<file path="src/rtl/mem_arb_pkg.sv">
// Shared types and constants for the two-master memory arbiter.
// The lock feature is enabled by the MEM_ARBITER_LOCK_EN macro in mem_arbiter.
package mem_arb_pkg;

  typedef enum logic {
    IDLE  = 1'b0,
    RWAIT = 1'b1
  } arb_state_t;

  typedef enum logic {
    M0 = 1'b0,
    M1 = 1'b1
  } master_t;

  localparam int MAX_READ_LAT = 4;
  // Counter only ever holds READ_LAT-1, so log2 of the maximum is enough
  localparam int CNT_W = $clog2(MAX_READ_LAT);

endpackage

</file>
<file path="src/rtl/mem_arb_rr_pick.sv">
// Combinational round-robin pick between two requesters. Under contention the
// master not granted last wins, unless lock keeps M1 on top after an M1 grant.
module mem_arb_rr_pick
  import mem_arb_pkg::*;
(
  input  logic [1:0] req,
  input  master_t    last,
  input  logic       lock,
  output logic [1:0] gnt
);

  always_comb begin
    gnt = 2'b00;
    case (req)
      2'b01:   gnt = 2'b01;
      2'b10:   gnt = 2'b10;
      2'b11:   gnt = (last == M1 && !lock) ? 2'b01 : 2'b10;
      default: gnt = 2'b00;
    endcase
  end

endmodule

</file>
<file path="src/rtl/mem_arbiter.sv">
// Round-robin arbiter sharing one single-port memory between two masters with
// one read in flight at a time. Define MEM_ARBITER_LOCK_EN to add the m1_lock input.
module mem_arbiter
  import mem_arb_pkg::*;
#(
  parameter int AW       = 32,
  parameter int DW       = 32,
  parameter int READ_LAT = 1
) (
  input  logic          clk,
  input  logic          reset,
  input  logic          m0_req,
  input  logic          m0_we,
  input  logic [AW-1:0] m0_addr,
  input  logic [DW-1:0] m0_wdata,
  output logic          m0_gnt,
  output logic          m0_rvalid,
  output logic [DW-1:0] m0_rdata,
  input  logic          m1_req,
  input  logic          m1_we,
  input  logic [AW-1:0] m1_addr,
  input  logic [DW-1:0] m1_wdata,
  output logic          m1_gnt,
  output logic          m1_rvalid,
  output logic [DW-1:0] m1_rdata,
`ifdef MEM_ARBITER_LOCK_EN
  input  logic          m1_lock,
`endif
  output logic          mem_we,
  output logic [AW-1:0] mem_addr,
  output logic [DW-1:0] mem_wdata,
  input  logic [DW-1:0] mem_rdata
);

  arb_state_t       state_q, state_d;
  logic [CNT_W-1:0] cnt_q, cnt_d;
  master_t          owner_q, owner_d;
  master_t          last_q, last_d;
  logic [1:0]       rvalid_q;
  logic [DW-1:0]    rdata0_q, rdata1_q;
  logic [1:0]       req_v, gnt_v;
  logic             lock_v, sel_we, capture;
  master_t          sel;

`ifdef MEM_ARBITER_LOCK_EN
  assign lock_v = m1_lock;
`else
  assign lock_v = 1'b0;
`endif

  assign req_v  = (state_q == IDLE) ? {m1_req, m0_req} : 2'b00;
  assign sel    = gnt_v[1] ? M1 : M0;
  assign sel_we = gnt_v[1] ? m1_we : m0_we;

  mem_arb_rr_pick u_pick (
    .req  (req_v),
    .last (last_q),
    .lock (lock_v),
    .gnt  (gnt_v)
  );

  always_ff @(posedge clk or negedge reset) begin
    if (!reset) begin
      state_q <= IDLE;
      cnt_q   <= '0;
      owner_q <= M0;
      last_q  <= M1;
    end else begin
      state_q <= state_d;
      cnt_q   <= cnt_d;
      owner_q <= owner_d;
      last_q  <= last_d;
    end
  end

  always_comb begin
    state_d = state_q;
    cnt_d   = cnt_q;
    owner_d = owner_q;
    last_d  = last_q;
    capture = 1'b0;
    case (state_q)
      IDLE: begin
        if (|gnt_v) begin
          last_d = sel;
          if (!sel_we) begin
            state_d = RWAIT;
            cnt_d   = CNT_W'(READ_LAT - 1);
            owner_d = sel;
          end
        end
      end
      RWAIT: begin
        // Leaving on the capture cycle lets a new grant overlap the rvalid pulse
        if (cnt_q == '0) begin
          state_d = IDLE;
          capture = 1'b1;
        end else begin
          cnt_d = cnt_q - 1'b1;
        end
      end
      default: state_d = IDLE;
    endcase
  end

  always_comb begin
    m0_gnt    = gnt_v[0];
    m1_gnt    = gnt_v[1];
    mem_we    = 1'b0;
    mem_addr  = '0;
    mem_wdata = '0;
    if (gnt_v[0]) begin
      mem_we    = m0_we;
      mem_addr  = m0_addr;
      mem_wdata = m0_wdata;
    end else if (gnt_v[1]) begin
      mem_we    = m1_we;
      mem_addr  = m1_addr;
      mem_wdata = m1_wdata;
    end
  end

  always_ff @(posedge clk or negedge reset) begin
    if (!reset) begin
      rvalid_q <= 2'b00;
      rdata0_q <= '0;
      rdata1_q <= '0;
    end else begin
      rvalid_q <= 2'b00;
      if (capture) begin
        if (owner_q == M1) begin
          rvalid_q <= 2'b10;
          rdata1_q <= mem_rdata;
        end else begin
          rvalid_q <= 2'b01;
          rdata0_q <= mem_rdata;
        end
      end
    end
  end

  assign m0_rvalid = rvalid_q[0];
  assign m1_rvalid = rvalid_q[1];
  assign m0_rdata  = rdata0_q;
  assign m1_rdata  = rdata1_q;

endmodule

</file>
<file path="config.mk">
export PLATFORM = sky130hd
export DESIGN_NAME = mem_arbiter
export DESIGN_NICKNAME = d
export VERILOG_FILES = /design/src/rtl/mem_arb_pkg.sv /design/src/rtl/mem_arb_rr_pick.sv /design/src/rtl/mem_arbiter.sv
export SDC_FILE = /design/constraint.sdc
export NUM_CORES = 1
export LEC_CHECK = 0
export BUFFER_PORTS_ARGS = -buffer_cell sky130_fd_sc_hd__buf_2
export CAP_MARGIN = 20
export CORE_AREA = 2 2 115 117
export CTS_CLUSTER_DIAMETER = 30
export DETAILED_ROUTE_END_ITERATION = 10
export DIE_AREA = 0 0 117 119
export PLACE_DENSITY = 0.72
export SKIP_LAST_GASP = 1
export SLEW_MARGIN = 10
export SYNTH_ARGS = -nofsm -noshare
export SYNTH_HDL_FRONTEND = slang
export SYNTH_SLANG_ARGS = --single-unit
</file>
<file path="constraint.sdc">
create_clock -name clk -period 3.7 [get_ports clk]
set_clock_uncertainty 0.15 [all_clocks]
set_input_delay 0.925 -clock clk [delete_from_list [all_inputs] [get_ports clk]]
set_output_delay 0.925 -clock clk [all_outputs]
set_load 0.03 [all_outputs]
</file>
# Yosys cells after proc, flatten, opt, wreduce, memory -nomap -nowiden
# Cells that the tools add are included.
# word_totals
regBits	71
latch_bits	0
ram_bits	0
rom_bits	0
out_inout_bits	133
wordCells	47
n_memories	0
# classes
addsub	1
multipliers	0
div	0
order_cmp	0
eq_ne	6
shift	0
muxes	23
bitwise_logic	3
reduce_logical	7
# op_table
op	n
$mux 32	4
$mux 2	7
$mux 1	9
$pmux 2 s3	1
$reduce_and 2->1	3
$reduce_and 3->1	2
$eq 2x2->1 const B	2
$ne 2x2->1 const B	2
$pmux 2 s2	1
$not 1->1	3
$eq 2x1->1 const B	1
$logic_not 2->1	1
$ne 2x1->1 const B	1
$pmux 1 s2	1
$reduce_or 2->1	1
$sub 2x1->2 const B	1

# Depth between registers and ports, before layout
# Gate-level depths: netlist (run 1).
# logic_depth
ltp_word	7
mapped_depth	6
mapped_depth_nobuf	5

# Hierarchy
# A second synthesis (run 1) with hierarchy kept.
# hier_totals
cells_unflattened	260
area_unflattened_um2	3497.1
# modules_own_cells
mod	n_inst	cells_each	area_each_um2	seq_area_each_um2
mem_arbiter	1	256	3467.1	1778.0
mem_arb_rr_pick	1	4	30.0	0.0

# Least setup slack after synthesis (run 1)
# Ideal clock, no wire load.
# synth_path
path_type	input -> output
start	in m0_req
end	out mem_addr[0]
arrival_time_ps	1835
required_ps	2625
slack_ps	790
cell_stages	5
path_cell_list	and2_4 nor2_2 buf_4 buf_2 a22o_1
# synth_via
elab_chain_cells	5
# synth_rtl
element	line	rtl
start, declared	mem_arbiter.sv:12	input logic m0_req,
$mux 2 *	mem_arbiter.sv:51	assign req_v = (state_q == IDLE) ? {m1_req, m0_req} : 2'b00;
$eq 2x2->1 or $eq 2x1->1 (tied branches)	mem_arb_rr_pick.sv:14	case (req)
$pmux 2 s3 *	mem_arb_rr_pick.sv:14	
$mux 32	mem_arbiter.sv:116	end else if (gnt_v[1]) begin
$mux 32 *	mem_arbiter.sv:112	if (gnt_v[0]) begin
end, declared	mem_arbiter.sv:30	output logic [AW-1:0] mem_addr,
# Mark *: on every way between the ends. The rest lies on a longest branch, timed or not.

# Worst setup path in the final report (run 1)
# layout_path
start	in m1_req
end	out mem_wdata[27]
# layout_via
elab_chain_cells	5
# layout_rtl
element	line	rtl
start, declared	mem_arbiter.sv:19	input logic m1_req,
$mux 2 *	mem_arbiter.sv:51	
$eq 2x2->1 or $eq 2x1->1 (tied branches)	mem_arb_rr_pick.sv:14	
$pmux 2 s3 *	mem_arb_rr_pick.sv:14	
$mux 32	mem_arbiter.sv:116	
$mux 32 *	mem_arbiter.sv:112	
end, declared	mem_arbiter.sv:31	output logic [DW-1:0] mem_wdata,
# Marks and branches as above.

==> results of run 1 <==
stage by stage:
step | instances | utilization (%) | area (sq um)
global route | 726 | 43.3 | 5570
global placement | 709 | 40.7 | 5250
finish | 728 | 43.3 | 5570
CTS | 725 | 43.2 | 5570
floorplan | 253 | - | 3640
detailed placement | 709 | 40.7 | 5250
worst max-delay path, cell delays in order:
cell     delay [ns]
buf_2          0.12
and2b_4        0.17
nor2_4         0.25
buf_12         0.27
a22o_1         0.28
buf_2          0.23
power by group:
part	switching, mW	total (mW)	internal [mW]
combinational	2.02	3.32	1.30
clock	0.337	0.929	0.592
sequential	0.246	1.43	1.19
total	2.60	5.69	3.08
path summary, 6_finish.rpt:
| kind | slack (ns) | cells past startpoint | to | startpoint |
|---|---|---|---|---|
| setup / recovery | 0.34 | 6 | mem_wdata[27] | m1_req |
| hold / removal | 0.35 | 1 | m1_rdata[25] | m1_rdata[25] |
| setup reg to reg | 1.38 | 5 | m0_rdata[28] | cnt_q[0] |
| hold reg to reg | 0.35 | 1 | m1_rdata[25] | m1_rdata[25] |
| max in group asynchronous | 2.60 | 2 | last_q | reset |
| min in group asynchronous | 0.47 | 2 | m1_rdata[12] | reset |
logic make-up (layout without fill, tap and decap cells):
kind of cell / Yosys count / after routing
AO/OA/AOI/OAI: 73 / 73
flip-flops: 71 / 71
multiplexers: 64 / 64
buffers and inverters: 27 / 323
AND/OR/NAND/NOR: 17 / 17
adder cells (fa/ha/maj): 1 / 1
other: 0 / 3
sequential cells by signal (all words and copies together), names as in the netlist:
signal / flops
m0_rdata: 32
m1_rdata: 32
cnt_q: 2
rvalid_q: 2
last_q: 1
owner_q: 1
state_q: 1
cell usage after synthesis, drive strengths merged:
| cell type | count |
|---|---|
| dfrtp | 70 |
| a22o | 65 |
| mux2 | 64 |
| buf | 20 |
| inv | 6 |
| nand2 | 5 |
| nand2b | 4 |
| nand3 | 3 |
| nor2 | 3 |
| o21ai | 3 |
| and2 | 1 |
| and2b | 1 |
| clkbuf | 1 |
| dfstp | 1 |
| ha | 1 |
| o21a | 1 |
| o2bb2ai | 1 |
| o311ai | 1 |
| o31a | 1 |
| o32ai | 1 |
cell type report:
type                    instances  share of cell area [%]
inverters                       6                   0.404
clock buffers                   9                    4.04
repair buffers                301                    27.8
diodes                          3                   0.135
flip-flops and latches         71                    31.9
well taps                     176                    3.95
multi-input cells             155                    30.0
clock inverters                 7                    1.73
routing by layer:
metal  part of all wire (%)  global-route usage (%)  up-vias  wire [um]
met4                    2.2                    8.31        0        327
met3                    8.3                    4.53       16       1220
met1                     41                    25.5     1704       6060
li1                       -                       -     1548          -
met5                      0                       0        -          0
met2                     48                    33.0      175       7110
cell usage in the layout (no fill, tap or decap), types with 2 or more instances in the layout:
master     instances
buf_2            298
mux2_2            15
o21ai_0            3
bufinv_16          2
clkbuf_16          9
nor2_4             2
inv_1              5
mux2_4            49
clkinv_2           2
nand3_4            2
nand2_1            5
diode_2            3
clkinv_4           2
a22o_1            65
nand2b_1           4
dfrtp_1           70
buf_12             3
==> key figures, run 1 <==
Logic synthesis
  – Mapped Cells: ~250
  – Syn avg cell area: around 14 sq um
  – Synth Cell Area: between 0.003 and 0.004 sq mm
  – Compound-Gate Fraction of Synth Area: approximately 17%
  – Seq cells post-synth: 71
  – Post-Synth XOR/XNOR Area: 0%
  – Largest family of logic cells by synthesized area: multiplexers
  – Post-Synth Simple-Gate Area: under 10%
  – Adder-cell area share of the yosys netlist: 0.344%
  – Post-synthesis mux area share: 24.9%
  – Mapped Nets: 420
  – Yosys cell types: 27
  – Register area share after synthesis: 48.8%
  – Warnings, synthesis: 0
  – Top cell type's share of synthesized area: approximately half
  – Yosys top cell by area: dfrtp_1
  – Synth area leaders: dfrtp_1, mux2_4, a22o_1

Clocking
  – CTS tree: done
  – Clock transition at path regs: roughly 0.06 ns
  – CTS Hold Buffers Added: 0
  – Clk buf depth: 2
  – Postcts setup bufs: 0
  – Root Driver: clkbuf_16
  – CTS H-tree lvls: 3
  – PostCTS Resize Cnt: 0
  – TritonCTS Buffers: 9
  – Worst skew pair latency: ~0.33 ns
  – CTS sink count: 71

Worst setup path
  – CP Max Fanout: 56
  – Setup crit end kind: primary output
  – WP data required: around 2.6 ns
  – Worst path arrival time: 2.29 ns
  – CP Launch Type: input pin
  – Crit Path Category: input pin to primary output

Final layout
  – Area growth from synthesis to layout: 53.1%
  – Ratio of cells with drive above 1 in the final layout: roughly 71%
  – Fillers: 1223
  – Area of the multi-input gates: between 0.0015 and 0.002 sq mm
  – Final nets: 711
  – Register area: 0.00178 sq mm

STA
  – Slew HR: between 50% and 60%
  – Hold Vio Cnt, Final: 0
  – Slew Viols, Final: 0
  – Max Freq: 297 MHz
  – Setup TNS: 0 ns
  – Crit path time final: between 3 and 4 ns
  – Worst setup margin: 0.338 ns
  – Hold slack: 0.350 ns
  – Final period util: 90.9%
  – Tightest Pin Transition: between 0.7 and 0.8 ns
  – RSZ-0062 raised after global routing: false
  – Final setup violation count: 0

Die
  – Die area: ~0.014 sq mm
  – Top Ports: roughly 300
  – Die W: 117 um
  – Die Ht: ~120 um
  – Initial Util: ~28%
  – # rows: 42
  – Core ar.: roughly 0.013 sq mm

Placement
  – Post-DP HPWL: 12100 um
  – Pre-CTS setup slack: between 0.3 and 0.4 ns
  – GP Congestion: 0.874
  – IO Port Bufs: 298

Route
  – WL final: around 15000 um
  – Vias: about 3400
  – Iter 0 DRT Violations: 172
  – Vias/cell: ~4.7
  – DRC: 0
  – DR WL/cell: ~20 um
  – Detailed Routing Iterations Pass 1: 4
  – ANT nets after route: 0

Global routing
  – GRT overflow: 0
  – Largest net degree at the start of global routing: 72
  – Global-route wire length before repair: a little over 20000 um
  – Initial antenna violation count: 1
  – Vias in the first global route: around 3500
  – Total track usage: 20.2%

Power and ir drop
  – Maximum vdd drop: ~460 uV
  – Pwr per Cell Area: around 1000 mW/mm^2
  – Final Total Pwr: 5.69 mW
  – P_leak: 3.12 nW

Run
  – Max-Cap Viols: 0

Status
  – Status: finished, final reports clean

Hold path
  – Tightest Hold Check Type: flop to flop
Note: power is estimated with default switching activity, not from simulation.
==> run 2, diff against run 1 <==
==> constraint.sdc (replaced) <==
create_clock -name clk -period 3.7 [get_ports clk]
set_clock_uncertainty 0.15 [all_clocks]
set_input_delay 0.925 -clock clk [delete_from_list [all_inputs] [get_ports clk]]
set_output_delay 0.925 -clock clk [all_outputs]
set_load 0.05 [all_outputs]
==> key figures, run 2 (synthesized netlist as in run 1, its figures left out) <==
Global routing
  – Total track usage: about a fifth
  – Initial antenna violation count: 3
  – Vias in the first global route: 3409
  – Largest net degree at the start of global routing: 72
  – Global-route wire length before repair: roughly 21000 um
  – GRT overflow: 0

Worst setup path
  – Worst path arrival time: between 2 and 2.5 ns
  – Setup crit end kind: primary output
  – Endpoint of the worst setup timing path: mem_addr[24]
  – CP Max Fanout: 66
  – FF-to-FF setup slack: around 1.3 ns
  – Worst r2r dst: m0_rdata[28]
  – Critical Path Start: m1_req
  – Critical path's most frequent cell: buf_2
  – CP peak stage delay: approximately 0.27 ns
  – Worst R2R Path Depth: 5
  – Reg2reg start: cnt_q[0]
  – Critical-path cell list: buf_2, and2b_4, nor2_4, buf_12, a22o_1, buf_2
  – Crit Path Category: input pin to primary output
  – WP data required: 2.62 ns
  – Max stage delay cell, worst path: buf_2
  – CP Launch Type: input pin

STA
  – Tightest Pin Transition: ~0.71 ns
  – Crit path time final: about 3.2 ns
  – Max Freq: around 310 MHz
  – RSZ-0062 raised after global routing: false
  – Final setup violation count: 0
  – Slew Viols, Final: 0
  – Setup TNS: 0 ns
  – Final period util: 86.8%
  – Slew HR: 52.4%
  – Hold Vio Cnt, Final: 0

Final layout
  – Register area: roughly 0.0018 sq mm
  – Final nets: 711
  – Most frequent cells in the layout: buf_2, dfrtp_1, a22o_1
  – Commonest non-fill, non-tap cell in the layout: buf_2
  – Area of the multi-input gates: 0.00167 sq mm
  – Fillers: around 1200
  – Area growth from synthesis to layout: 62.6%
  – Ratio of cells with drive above 1 in the final layout: 70.9%
  – Cell area after layout: 0.00592 sq mm

Route
  – Vias: between 3000 and 4000
  – Wl on met1: roughly 6200 um
  – ANT nets after route: 0
  – Met2 WL: ~7200 um
  – Routed wl met3: roughly 1300 um
  – DR WL/cell: around 21 um
  – Vias/cell: 4.63
  – Iter 0 DRT Violations: about 260
  – DRC: 0
  – Max Used Layer: met4
  – Detailed Routing Iterations Pass 1: 4
  – WL final: around 15000 um

Placement
  – DP Area: 0.00562 sq mm
  – GP Congestion: 0.897
  – Post-DP HPWL: around 12000 um
  – IO Port Bufs: 298

Clocking
  – CTS H-tree lvls: 3
  – CTS tree: done
  – Clk buf depth: 2
  – Worst skew pair latency: between 0.3 and 0.4 ns
  – PostCTS Resize Cnt: 0
  – Clock transition at path regs: 0.06 ns
  – Root Driver: clkbuf_16
  – CTS Hold Buffers Added: 0
  – Postcts setup bufs: 0
  – TritonCTS Buffers: 9
  – CTS sink count: between 70 and 80

Power and ir drop
  – Clk pwr share: 12.2%
  – Pint: between 3 and 4 mW
  – Pwr per Cell Area: around 1100 mW/mm^2
  – Switching Power: about 3.5 mW
  – Final Total Pwr: approximately 6.7 mW
  – Flop pwr share: a little over a fifth
  – P_leak: around 3.2 nW
  – Comb pwr share: between 60% and 70%
  – Maximum vdd drop: between 500 and 600 uV
  – Sw frac: a little over half

Die
  – Die Ht: between 100 and 150 um
  – Initial Util: approximately 28%
  – Die area: 0.0139 sq mm
  – Top Ports: roughly 300
  – Core ar.: roughly 0.013 sq mm
  – # rows: 42
  – Die W: 117 um

Run
  – Max-Cap Viols: 0

Hold path
  – Tightest Hold Check Type: flop to flop

Status
  – Status: finished, final reports clean
run 2: cell types whose count changed in the layout (fill, tap and decap cells not counted), sizes merged:
| cell | delta |
|---|---|
| clkinv | -3 |
| clkbuf | +1 |
| inv | +2 |
| bufinv | -2 |
| clkinvlp | +2 |
run 2: area by class of cell:
| class | count | share of cell area [%] |
|---|---|---|
| timing repair buffer | 301 | 32.6 |
| sequential | 71 | 30.0 |
| multi-input combinational | 155 | 28.3 |
| clock buffer | 10 | 4.04 |
| tap | 176 | 3.72 |
| clock inverter | 6 | 0.846 |
| inverter | 6 | 0.381 |
| antenna | 3 | 0.127 |
run 2: critical path, delay by kind of cell:
family                 cells  cell delay, ns
AO/OA/AOI/OAI              1            0.22
buffers and inverters      3            0.64
AND/OR/NAND/NOR            2            0.28
run 2: stage by stage:
step	setup WS, ns	hold WS [ns]	std cells	util [%]
2_1_floorplan	0.588	0.319	253	-
3_3_place_gp	0.547	0.333	709	43.7
3_5_place_dp	0.533	0.339	709	43.7
4_1_cts	0.533	0.352	725	45.9
5_1_grt	0.468	0.369	727	45.9
6_report	0.487	0.347	728	46.0
run 2: how the worst min path moves through the flow:
stage | start | slack, ns | depth (start not counted) | end
floorplan | last_q | 0.32 | 2 | last_q
detailed placement | m1_rdata[10] | 0.34 | 1 | m1_rdata[10]
global route | last_q | 0.37 | 2 | last_q
finish | last_q | 0.35 | 2 | last_q
CTS | last_q | 0.35 | 2 | last_q
global placement | last_q | 0.33 | 2 | last_q
run 2: routing by layer:
layer  vias up  GRT usage [%]
met2       173           33.5
li1       1549              -
met1      1636           27.1
met5         -              0
met3        12           5.04
met4         0           7.28
run 2: power groups by stage:
stage	Sequential [mW]	Clock [mW]	Combinational, mW
2_1_floorplan	2.70	0	2.03
3_3_place_gp	1.41	0	4.44
3_5_place_dp	1.44	0	4.50
4_1_cts	1.44	0.848	4.51
5_1_grt	1.48	0.876	4.65
6_report	1.44	0.820	4.49
==> run 3, diff against run 2 <==
--- a/config.mk
+++ b/config.mk
@@ -8,6 +8,7 @@
 export BUFFER_PORTS_ARGS = -buffer_cell sky130_fd_sc_hd__buf_2
 export CAP_MARGIN = 20
 export CORE_AREA = 2 2 115 117
+export CTS_BUF_LIST = sky130_fd_sc_hd__clkbuf_16
 export CTS_CLUSTER_DIAMETER = 30
 export DETAILED_ROUTE_END_ITERATION = 10
 export DIE_AREA = 0 0 117 119
==> key figures, run 3 (synthesized netlist as in run 1, its figures left out) <==
Final layout
  – Ratio of cells with drive above 1 in the final layout: a little over two thirds
  – Cell area after layout: 0.00591 sq mm
  – Most frequent cells in the layout: buf_2, dfrtp_1, a22o_1
  – Fillers: approximately 1200
  – Final nets: slightly above 700
  – Commonest non-fill, non-tap cell in the layout: buf_2
  – Area growth from synthesis to layout: 62.3%

Clocking
  – Root Driver: clkbuf_16
  – Worst skew pair latency: ~0.33 ns
  – Postcts setup bufs: 0
  – Clk buf depth: 2
  – CTS H-tree lvls: 3
  – CTS tree: done
  – CTS Hold Buffers Added: 0
  – Clock transition at path regs: approximately 0.060 ns
  – CTS sink count: 71
  – TritonCTS Buffers: 9
  – PostCTS Resize Cnt: 0

Die
  – Die Ht: about 120 um
  – Initial Util: around 28%
  – Die W: 117 um
  – Core ar.: around 0.013 sq mm
  – # rows: 42
  – Top Ports: ~300
  – Die area: between 0.01 and 0.015 sq mm

Route
  – WL final: between 15000 and 20000 um
  – ANT nets after route: 0
  – Detailed Routing Iterations Pass 1: 4
  – DRC: 0
  – Vias: 3349
  – DR WL/cell: between 20 and 25 um
  – Iter 0 DRT Violations: 232
  – Vias/cell: 4.60

Worst setup path
  – Critical Path Start: m1_req
  – FF-to-FF setup slack: 1.34 ns
  – Worst path top cell family by delay: buffers and inverters
  – Crit Path Category: input pin to primary output
  – Critical path's most frequent cell: buf_2
  – Worst r2r dst: m0_rdata[28]
  – WP data required: roughly 2.6 ns
  – Worst path arrival time: around 2.1 ns
  – Setup crit end kind: primary output
  – Worst R2R Path Depth: 5
  – CP peak stage delay: roughly 0.27 ns
  – Number of stages on the worst setup path: 6
  – CP Max Fanout: 66
  – Endpoint of the worst setup timing path: mem_addr[24]
  – CP Launch Type: input pin
  – Max stage delay cell, worst path: buf_2
  – Worst Path Buf+Inv: 3
  – Critical-path cell list: buf_2, and2b_4, nor2_4, buf_12, a22o_1, buf_2
  – Reg2reg start: cnt_q[0]

STA
  – Setup TNS: 0 ns
  – Hold slack: about 0.35 ns
  – Slew Viols, Final: 0
  – Hold Vio Cnt, Final: 0
  – Crit path time final: ~3.2 ns
  – RSZ-0062 raised after global routing: false
  – Final setup violation count: 0
  – Max Freq: about 310 MHz
  – Worst setup margin: just over 0.5 ns
  – Tightest Pin Transition: ~0.7 ns
  – Final period util: roughly 86%
  – Slew HR: ~52%

Power and ir drop
  – Final Total Pwr: about 6.7 mW
  – Maximum vdd drop: between 500 and 600 uV
  – P_leak: ~3.2 nW
  – Pwr per Cell Area: about 1100 mW/mm^2

Global routing
  – Vias in the first global route: 3405
  – Global-route wire length before repair: between 20000 and 25000 um
  – GRT overflow: 0
  – Largest net degree at the start of global routing: approximately 70
  – Total track usage: between 20% and 30%
  – Initial antenna violation count: 3

Run
  – Max-Cap Viols: 0

Placement
  – Pre-CTS setup slack: approximately 0.53 ns
  – GP Congestion: roughly 0.9
  – DP Area: about 0.0056 sq mm
  – IO Port Bufs: between 200 and 300
  – Post-DP HPWL: 12200 um

Status
  – Status: finished, final reports clean

Hold path
  – Tightest Hold Check Type: flop to flop
## run 3: cell count changes in the layout (fill, tap and decap cells not counted), sizes merged
cell    delta
clkbuf     -1
clkinv     +1
## run 3: layout make-up
cell class | count | area, sq um | share of cell area, %
repair buffers | 301 | 1930 | 32.6
multi-input cells | 155 | 1670 | 28.3
well taps | 176 | 220 | 3.73
clock buffers | 9 | 225 | 3.81
inverters | 6 | 22.5 | 0.381
diodes | 3 | 7.51 | 0.127
flip-flops and latches | 71 | 1780 | 30.1
clock inverters | 7 | 53.8 | 0.911
## run 3: worst register-to-register path, cell delays in order, from the launching register on
cell and delay [ns]:
dfrtp_1 0.40, inv_1 0.09, ha_1 0.36, nand3_4 0.45, inv_2 0.41, mux2_2 0.39
## run 3: how the worst min path moves through the flow
stage | end | from | depth (start not counted)
2_1_floorplan | last_q | last_q | 2
3_3_place_gp | last_q | last_q | 2
3_5_place_dp | m1_rdata[10] | m1_rdata[10] | 1
4_1_cts | last_q | last_q | 2
5_1_grt | last_q | last_q | 2
6_report | last_q | last_q | 2
## run 3: power by group
group | switching (mW) | internal (mW)
Sequential | 0.250 | 1.19
Combinational | 2.96 | 1.53
Clock | 0.337 | 0.459
Total | 3.54 | 3.18
## run 3: per-layer routing
layer	global-route usage [%]	up-vias	routed length, um
met1	27.0	1609	6140
met5	0	-	0
li1	-	1547	-
met3	5.04	12	1410
met2	33.6	181	7210
met4	7.28	0	272
## run 3: stage by stage
step | cells | utilization, %
finish | 728 | 45.9
global route | 727 | 45.9
CTS | 725 | 45.8
floorplan | 253 | -
detailed placement | 709 | 43.7
global placement | 709 | 43.7
